[config.mk]
export PLATFORM = sky130hd
export DESIGN_NAME = issue_sched_flat
export DESIGN_NICKNAME = d
export VERILOG_FILES = /design/src/rtl/issue_sched_if.sv /design/src/rtl/issue_sched.sv /design/src/flat_wrapper.sv
export SDC_FILE = /design/constraint.sdc
export NUM_CORES = 1
export LEC_CHECK = 0
export CAP_MARGIN = 40
export CORE_AREA = 2 2 201 203
export DETAILED_ROUTE_END_ITERATION = 16
export DIE_AREA = 0 0 203 205
export DONT_BUFFER_PORTS = 1
export GPL_ROUTABILITY_DRIVEN = 0
export GPL_TIMING_DRIVEN = 0
export MAX_ROUTING_LAYER = met4
export PLACE_DENSITY = 0.4
export SYNTH_ARGS = -nofsm -noshare
export SYNTH_HDL_FRONTEND = slang
export SYNTH_SLANG_ARGS = --single-unit
[constraint.sdc]
create_clock -name clk -period 3.3 [get_ports clk]
set_clock_uncertainty 0.05 [all_clocks]
set_input_delay 0.495 -clock clk [delete_from_list [all_inputs] [get_ports clk]]
set_output_delay 0.495 -clock clk [all_outputs]
set_load 0.1 [all_outputs]
[src/rtl/issue_sched_if.sv]
// Shared payload types and the RS/FU-side bundle of the issue scheduler.
//   master : RS/FU/ROB side (drives candidates, wb_resp, ordered_ok)
//   slave  : issue_sched (drives rs_instr_req, FU issue registers, credit state)
package issue_sched_pkg;

  // Instruction handed from a reservation station to a functional unit.
  typedef struct packed {
    logic        valid;
    logic [5:0]  rob_tag;
    logic [7:0]  opcode;
    logic [16:0] imm;
  } ooo_instr_t;

  // Decoded control word travelling alongside the instruction.
  typedef struct packed {
    logic [3:0] fu_op;
    logic [1:0] size;
    logic       sign_ext;
    logic [8:0] rsvd;
  } ctrl_word_t;

endpackage

interface issue_sched_if #(
  parameter int unsigned NUM_CH = 5,
  parameter int unsigned CNT_W  = 3
);

  logic [NUM_CH-1:0]                        ordered_ok;
  logic [NUM_CH-1:0]                        rs_instr_req;
  issue_sched_pkg::ooo_instr_t [NUM_CH-1:0] rs_instr_struct;
  issue_sched_pkg::ctrl_word_t [NUM_CH-1:0] rs_ctrl_word;
  logic [NUM_CH-1:0]                        wb_resp;
  issue_sched_pkg::ooo_instr_t [NUM_CH-1:0] fu_instr_struct;
  issue_sched_pkg::ctrl_word_t [NUM_CH-1:0] fu_ctrl_word;
  logic [NUM_CH-1:0][CNT_W-1:0]             credits;
  logic [NUM_CH-1:0]                        credit_err;

  modport master (
    output ordered_ok, rs_instr_struct, rs_ctrl_word, wb_resp,
    input  rs_instr_req, fu_instr_struct, fu_ctrl_word, credits, credit_err
  );

  modport slave (
    input  ordered_ok, rs_instr_struct, rs_ctrl_word, wb_resp,
    output rs_instr_req, fu_instr_struct, fu_ctrl_word, credits, credit_err
  );

endinterface

[src/rtl/issue_sched.sv]
// Credit-gated, registered issue scheduler between reservation stations and
// functional units. Each channel is independent.
//   clk, rst : core clock, synchronous active-high reset
//   flush    : pipeline flush; clears issue registers and reloads credits
//   bus      : issue_sched_if.slave (RS request/candidate, FU issue register,
//              wb_resp credit return, ordering permit, credit state/errors)
module issue_sched
  import issue_sched_pkg::*;
#(
  parameter  int unsigned                      NUM_CH       = 5,
  parameter  int unsigned                      MAX_CREDITS  = 4,
  localparam int unsigned                      CNT_W        = $clog2(MAX_CREDITS + 1),
  parameter  logic [NUM_CH-1:0][CNT_W-1:0]     CH_CREDITS   = {NUM_CH{CNT_W'(1)}},
  parameter  logic [NUM_CH-1:0]                ORDERED_MASK = 5'b01000,
  parameter  logic [NUM_CH-1:0]                WB_BYPASS    = 5'b10001
) (
  input  logic         clk,
  input  logic         rst,
  input  logic         flush,
  issue_sched_if.slave bus
);

  logic [NUM_CH-1:0]             avail;
  logic [NUM_CH-1:0]             gate;
  logic [NUM_CH-1:0]             req;
  logic [NUM_CH-1:0]             issue;
  logic [NUM_CH-1:0][CNT_W-1:0]  credits_q;
  logic [NUM_CH-1:0][CNT_W-1:0]  credits_d;
  logic [NUM_CH-1:0]             err_q;
  logic [NUM_CH-1:0]             err_d;
  ooo_instr_t [NUM_CH-1:0]       fu_instr_q;
  ooo_instr_t [NUM_CH-1:0]       fu_instr_d;
  ctrl_word_t [NUM_CH-1:0]       fu_ctrl_q;
  ctrl_word_t [NUM_CH-1:0]       fu_ctrl_d;

  // Per-channel request, issue decision and next credit/error state.
  always_comb begin
    avail      = '0;
    gate       = '0;
    req        = '0;
    issue      = '0;
    credits_d  = credits_q;
    err_d      = err_q;
    fu_instr_d = '0;
    fu_ctrl_d  = '0;
    for (int unsigned c = 0; c < NUM_CH; c++) begin
      // A same-cycle return can stand in for an empty counter on bypass channels.
      avail[c] = (credits_q[c] != '0) | (WB_BYPASS[c] & bus.wb_resp[c]);
      gate[c]  = ~ORDERED_MASK[c] | bus.ordered_ok[c];
      req[c]   = avail[c] & gate[c] & ~flush;
      issue[c] = req[c] & bus.rs_instr_struct[c].valid;
      if (issue[c]) begin
        fu_instr_d[c] = bus.rs_instr_struct[c];
        fu_ctrl_d[c]  = bus.rs_ctrl_word[c];
      end
      // Issue without return needs a nonzero counter, so this cannot underflow.
      if (issue[c] && !bus.wb_resp[c]) begin
        credits_d[c] = credits_q[c] - CNT_W'(1);
      end else if (!issue[c] && bus.wb_resp[c]) begin
        if (credits_q[c] == CH_CREDITS[c]) begin
          err_d[c] = 1'b1;
        end else begin
          credits_d[c] = credits_q[c] + CNT_W'(1);
        end
      end
    end
  end

  // State registers; reset beats flush, flush beats issue and credit return.
  always_ff @(posedge clk) begin
    if (rst) begin
      credits_q  <= CH_CREDITS;
      err_q      <= '0;
      fu_instr_q <= '0;
      fu_ctrl_q  <= '0;
    end else if (flush) begin
      credits_q  <= CH_CREDITS;
      fu_instr_q <= '0;
      fu_ctrl_q  <= '0;
    end else begin
      credits_q  <= credits_d;
      err_q      <= err_d;
      fu_instr_q <= fu_instr_d;
      fu_ctrl_q  <= fu_ctrl_d;
    end
  end

  assign bus.rs_instr_req    = req;
  assign bus.fu_instr_struct = fu_instr_q;
  assign bus.fu_ctrl_word    = fu_ctrl_q;
  assign bus.credits         = credits_q;
  assign bus.credit_err      = err_q;

endmodule

[src/flat_wrapper.sv]
// flat-port wrapper written by rule: the top's interface ports become plain ports
module issue_sched_flat import issue_sched_pkg::*;
#(
  parameter  int unsigned                      NUM_CH       = 5,
  parameter  int unsigned                      MAX_CREDITS  = 4,
  localparam int unsigned                      CNT_W        = $clog2(MAX_CREDITS + 1),
  parameter  logic [NUM_CH-1:0][CNT_W-1:0]     CH_CREDITS   = {NUM_CH{CNT_W'(1)}},
  parameter  logic [NUM_CH-1:0]                ORDERED_MASK = 5'b01000,
  parameter  logic [NUM_CH-1:0]                WB_BYPASS    = 5'b10001
)
  (clk, rst, flush, bus_ordered_ok, bus_rs_instr_struct, bus_rs_ctrl_word, bus_wb_resp, bus_rs_instr_req, bus_fu_instr_struct, bus_fu_ctrl_word, bus_credits, bus_credit_err);
  issue_sched_if #(.NUM_CH(NUM_CH), .CNT_W(($clog2(MAX_CREDITS + 1)))) bus_i ();
  input  logic clk;
  input  logic rst;
  input  logic flush;
  input wire logic [$bits(bus_i.ordered_ok)-1:0] bus_ordered_ok;
  input wire logic [$bits(bus_i.rs_instr_struct)-1:0] bus_rs_instr_struct;
  input wire logic [$bits(bus_i.rs_ctrl_word)-1:0] bus_rs_ctrl_word;
  input wire logic [$bits(bus_i.wb_resp)-1:0] bus_wb_resp;
  output wire logic [$bits(bus_i.rs_instr_req)-1:0] bus_rs_instr_req;
  output wire logic [$bits(bus_i.fu_instr_struct)-1:0] bus_fu_instr_struct;
  output wire logic [$bits(bus_i.fu_ctrl_word)-1:0] bus_fu_ctrl_word;
  output wire logic [$bits(bus_i.credits)-1:0] bus_credits;
  output wire logic [$bits(bus_i.credit_err)-1:0] bus_credit_err;
  assign bus_i.ordered_ok = bus_ordered_ok;
  assign bus_i.rs_instr_struct = bus_rs_instr_struct;
  assign bus_i.rs_ctrl_word = bus_rs_ctrl_word;
  assign bus_i.wb_resp = bus_wb_resp;
  assign bus_rs_instr_req = bus_i.rs_instr_req;
  assign bus_fu_instr_struct = bus_i.fu_instr_struct;
  assign bus_fu_ctrl_word = bus_i.fu_ctrl_word;
  assign bus_credits = bus_i.credits;
  assign bus_credit_err = bus_i.credit_err;
  issue_sched #(.NUM_CH(NUM_CH), .MAX_CREDITS(MAX_CREDITS), .CH_CREDITS(CH_CREDITS), .ORDERED_MASK(ORDERED_MASK), .WB_BYPASS(WB_BYPASS)) u_core (.clk(clk), .rst(rst), .flush(flush), .bus(bus_i));
endmodule
Word level (Yosys, flattened, before mapping)
Cells that the tools add are included.
Widths: inputs -> output; s select.

word-level totals
  flip-flop bits (word level) = 260
  input bits = 253
  output and inout port bits = 265
  word-level logic and storage cells = 155

cells by class
  add/sub/neg operators = 10
  equal/unequal tests = 10
  multiplexer cells = 15
  bitwise operators = 24
  reduce and logical (&&, ||, !) cells = 46

operators with widths
  operator             number
  $mux 3               15
  $reduce_and 4->1     5
  $add 3x1->3 const B  5
  $eq 3x1->1 const B   5
  $reduce_bool 3->1    5
  $reduce_or 3->1      5
  $sub 3x1->3 const B  5
  $and 1x1->1          11
  $not 1->1            11
  $logic_and 1x1->1    10
  $logic_not 1->1      10
  $ne 2x1->1 const B   5
  $reduce_and 2->1     5
  $reduce_bool 2->1    5
  $or 1x1->1           2
  $reduce_or 2->1      1

Logic depth before layout (Yosys ltp)
  depth in word-level cells = 8
  mapped depth = 10
  depth with buffers taken out = 9

Least setup slack after synthesis
No wires, ideal clock.

  path type = register to register
  start point = reg u_core.credits_q, in the netlist u_core.bus.credits[0]
  end point = reg u_core.credits_q, in the netlist u_core.bus.credits[1]
  setup time = 0.070 ns
  arrival = 3.940 ns
  data required time = 3.180 ns
  setup slack = -0.760 ns
  cell stages (with the launch flop) = 10
  buffers on the path = 0
  clock period less this slack = 4.060 ns
  cell sequence = dfxtp_1 -> inv_1 -> ha_1 -> nor3b_1 -> nor2_1 -> and2_1 -> ha_1 -> nor3b_1 -> or3_1 -> a21oi_1

on the way
  word-level cells in the longest chain between the ends = 8
  elaborated cells between the ends (all ways) = 16
  classes of those cells = add/sub: 2; eq/ne: 2; mux: 3; bitwise: 3; reduce/logical: 6

RTL lines
  what                         RTL line            source
  start, declared              issue_sched.sv:27   logic [NUM_CH-1:0][CNT_W-1:0] credits_q;
  start signal, assigned       issue_sched.sv:81   credits_q <= credits_d;
  $reduce_bool 3->1 *          issue_sched.sv:48   avail[c] = (credits_q[c] != '0) | (WB_BYPASS[c] & bus.wb_resp[c]);
  $or 1x1->1 *                 issue_sched.sv:48
  $and 1x1->1 *                issue_sched.sv:50   req[c] = avail[c] & gate[c] & ~flush;
  net bus_rs_instr_req[0]      flat_wrapper.sv:20  output wire logic [$bits(bus_i.rs_instr_req)-1:0] bus_rs_instr_req;
  $and 1x1->1 *                issue_sched.sv:51   issue[c] = req[c] & bus.rs_instr_struct[c].valid;
  $logic_not 1->1              issue_sched.sv:59   end else if (!issue[c] && bus.wb_resp[c]) begin
  $logic_and 1x1->1            issue_sched.sv:59
  $reduce_bool 2->1 (no line)  -
  $reduce_and 2->1 (no line)   -

Mark *: on every way through the listed nets, which the timed path passes. The rest lies on a longest branch. The select of a mux whose other input is x is not followed.
A chain may end at the register's enable or synchronous reset.

Final worst setup path
Ends and elaborated chain as after synthesis.

==> qor.txt <==
=====================================================================================
Count of clock tree sinks                                                         260
Transition time of the tightest slew-check pin                                 726 ps
Number of global-route vias before repair                                        7390
Tmin final                                                                    2860 ps
FP Rows                                                                            73
Clock slew at reported path FFs                                                 60 ps
Critical path launch point                                               u_core.bus.credits[0]$_SDFFE_PP1P_
Most common cell after layout, fill and taps aside                       sky130_fd_sc_hd__dfxtp_1
Startpoint of the tightest hold check path                               bus_rs_instr_struct[58]
Total track usage                                                               0.145
Total iterations of the first detailed-routing run                                  4
Ys async rst share                                                                  0
Dominant combinational cell family by area after synthesis               simple AND/OR/NAND/NOR gates
Post-synthesis mux area share                                                       0
Max-slew violation count                                                            0
Die outline area                                                           41600 um^2
Final hold violations                                                               0
Worst hold path class                                                       in -> reg
Part of the power in the clock network                                          0.414
Highest metal used                                                               met4
Overall overflow remaining after global route                                       0
Portion of the post-synthesis area used by sequential elements                  0.657
Effective utilization at floorplan                                              0.201
TritonCTS clock tree                                                            built
Minimum setup slack in the final design                                        438 ps
Worst Setup End Kind                                                         register
Simple-gate share of the synthesized area                                       0.236
Yosys cell types                                                                   29
Count of routing violations after the opening detailed-route iteration            164
Die width                                                                      203 um
Adder-cell share of the synthesized area                                       0.0474
Biggest fanout along the worst timing path                                          6
Total power after layout                                                      8.00 mW
Highest achievable clock rate                                                 349 MHz
Post-detailed-route count of antenna-violating nets                                 0
HPWL after detailed placement                                                22300 um
Syn Std Cell Area                                                           7920 um^2
Post-Place Cells                                                                 1466
Gate count of the mapped netlist                                                  679
Post-Syn Nets                                                                     962
Pwr Density                                                               469 nW/um^2
Post-CTS setup buffer count                                                         0
Logic pwr share                                                                 0.172
Logic depth of the worst register-to-register path                                  9
Antenna violations before repair                                                    4
Wire length on met2                                                          16700 um
Die Y                                                                          205 um
Average vias per placed instance                                                 3.76
Status                                                                   finished, final reports clean
Fraction of post-synthesis cell area in the top cell type by area               0.657
Mean Syn Cell Area                                                          11.7 um^2
Maximum ir drop on the vdd rail                                            0.000373 V
Filler-free cell count of the finished design                                    1740
Clock H-tree levels                                                                 1
Clock Latency Late Sink                                                        570 ps
Max Cap Violations                                                                  0
Share of the clock period used by the worst path after layout                   0.867
Wire length reported by the detailed router                                  30700 um
Routed length on met1                                                        10500 um
Setup-violating endpoint count in the final report                                  0
Place WS                                                                       478 ps
Area growth from synthesis to layout                                             115%
Number of clock buffers inserted by TritonCTS                                      30
Static leakage power                                                          7.12 nW
Nets@finish                                                                      1471
Synth Area in XOR/XNOR                                                        0.00553
Data arrival, critical path                                                   3320 ps
Cell depth of the worst hold path                                                   1
First-pass GRT wire length                                                   44200 um
PortBufs                                                                            0
Unrepaired setup endpoints after global routing                                 false
Core footprint                                                             39400 um^2
Sw Ratio                                                                        0.283
Top area cells in the synthesized netlist                                sky130_fd_sc_hd__dfxtp_1, sky130_fd_sc_hd__and2_1, sky130_fd_sc_hd__ha_1
Number of DRC violations after detailed routing                                     0
Startpoint of the worst-slack reg-to-reg timing path                     u_core.bus.credits[0]$_SDFFE_PP1P_
Slew margin rel.                                                                0.515
Clock Tree Root                                                          sky130_fd_sc_hd__clkbuf_16
Synthesis Warnings                                                                  0
Number of synthesized register bits                                               260
Cell taking the most area after synthesis                                sky130_fd_sc_hd__dfxtp_1
Type of the setup path with the least slack                                reg -> reg
Number of buffers on the longest clock path                                         3
Sequential power share                                                          0.414
Most frequent cells in the layout                                        sky130_fd_sc_hd__dfxtp_1, sky130_fd_sc_hd__and2_1, sky130_fd_sc_hd__dlygate4sd3_1
Net load switching power                                                      2.26 mW
Pin count of the biggest net entering global routing                               16
Cell Int Power                                                                5.73 mW
Fraction of the mapped netlist area in compound gates                          0.0250
Primary flip-flop cell chosen by synthesis mapping                       sky130_fd_sc_hd__dfxtp_1
Routed len/inst                                                               17.6 um
Sum Neg Setup Slack                                                              0 ps
Crit path launch type                                                        register
Met3 WL                                                                       2400 um
Via count                                                                        6550
Layout cells sized above 1                                                      0.285
Worst endpoint required time                                                  3750 ps
Num ports                                                                         518
Number of synthesized flops with an enable pin                                      0
=====================================================================================
==> per-layer routing <==
layer,vias to the layer above,global-route usage
li1,3145,-
met1,3018,0.138
met2,322,0.274
met3,65,0.0431
met4,0,0.0574
met5,-,-
==> synth_stat cells, types with 5 or more instances <==
library cell / number
sky130_fd_sc_hd__a21oi_1: 10
sky130_fd_sc_hd__a31oi_1: 5
sky130_fd_sc_hd__and2_1: 239
sky130_fd_sc_hd__buf_2: 8
sky130_fd_sc_hd__buf_4: 11
sky130_fd_sc_hd__clkbuf_1: 6
sky130_fd_sc_hd__dfxtp_1: 260
sky130_fd_sc_hd__ha_1: 30
sky130_fd_sc_hd__inv_1: 19
sky130_fd_sc_hd__nand2_1: 9
sky130_fd_sc_hd__nand3_1: 5
sky130_fd_sc_hd__nor2_1: 13
sky130_fd_sc_hd__nor3b_1: 7
sky130_fd_sc_hd__o21ai_0: 15
sky130_fd_sc_hd__or3_1: 10
sky130_fd_sc_hd__xnor2_1: 5
==> timing repair <==
action	in CTS	in global routing
endpoints found under the setup margin	0	0
hold buffers	208	7
hold endpoints to repair	208	7
gates resized for setup	0	0
==> power by group through the flow <==
| stage | registers (mW) | logic, mW | clock network (mW) |
|---|---|---|---|
| 6_report | 3.31 | 1.38 | 3.31 |
| 3_3_place_gp | 3.95 | 0.219 | 0 |
| 4_1_cts | 3.31 | 1.38 | 3.43 |
| 2_1_floorplan | 3.92 | 0.167 | 0 |
| 3_5_place_dp | 3.38 | 1.17 | 0 |
| 5_1_grt | 3.31 | 1.43 | 3.57 |
==> kinds of logic (layout without fill, tap and decap cells) <==
family | after synthesis | count (layout)
other | 0 | 3
AOI/OAI and AO/OA | 35 | 35
and+or+nand+nor | 302 | 302
DFF | 260 | 260
adders and majority gates | 30 | 30
buffers and inverters | 47 | 580
xor gates and xnor gates | 5 | 5
==> layout make-up <==
cell class | instances | area (um^2)
buffer | 27 | 155
antenna | 3 | 7.51
clock buffer | 41 | 842
fill | 3369 | 22300
sequential | 260 | 5200
clock inverter | 15 | 159
tap | 525 | 657
inverter | 20 | 75.1
timing repair buffer | 477 | 7410
multi-input combinational | 372 | 2520
==> worst paths after layout <==
kind                                               endpoint  slack [ps]
setup / recovery         u_core.bus.credits[1]$_SDFFE_PP0P_         440
hold / removal    u_core.bus.fu_instr_struct[58]$_SDFF_PP0_          20
setup reg to reg         u_core.bus.credits[1]$_SDFFE_PP0P_         440
hold reg to reg         u_core.bus.credits[11]$_SDFFE_PP0P_         540
==> critical path: stages (launching register included) <==
cell and delay [ps]:
sky130_fd_sc_hd__dfxtp_1 540, sky130_fd_sc_hd__inv_1 140, sky130_fd_sc_hd__ha_1 230, sky130_fd_sc_hd__nor3b_1 180
sky130_fd_sc_hd__nor2_4 590, sky130_fd_sc_hd__and2_1 220, sky130_fd_sc_hd__ha_1 220, sky130_fd_sc_hd__nor3b_1 120
sky130_fd_sc_hd__or3_1 370, sky130_fd_sc_hd__a21oi_1 130
==> registers in the layout, summed over array words and instances, names as in the netlist <==
| name | count |
|---|---|
| u_core.bus.fu_instr_struct | 160 |
| u_core.bus.fu_ctrl_word | 80 |
| u_core.bus.credits | 15 |
| u_core.bus.credit_err | 5 |
==> stage by stage <==
stage	cell area [um^2]	util	hold slack (ps)
2_1_floorplan	7960	-	567
3_3_place_gp	8620	0.219	567
3_5_place_dp	13900	0.353	533
4_1_cts	17000	0.431	0.507
5_1_grt	17000	0.433	1.33
6_report	17000	0.433	24.3
No activity file was read; power rests on OpenSTA's default activity.
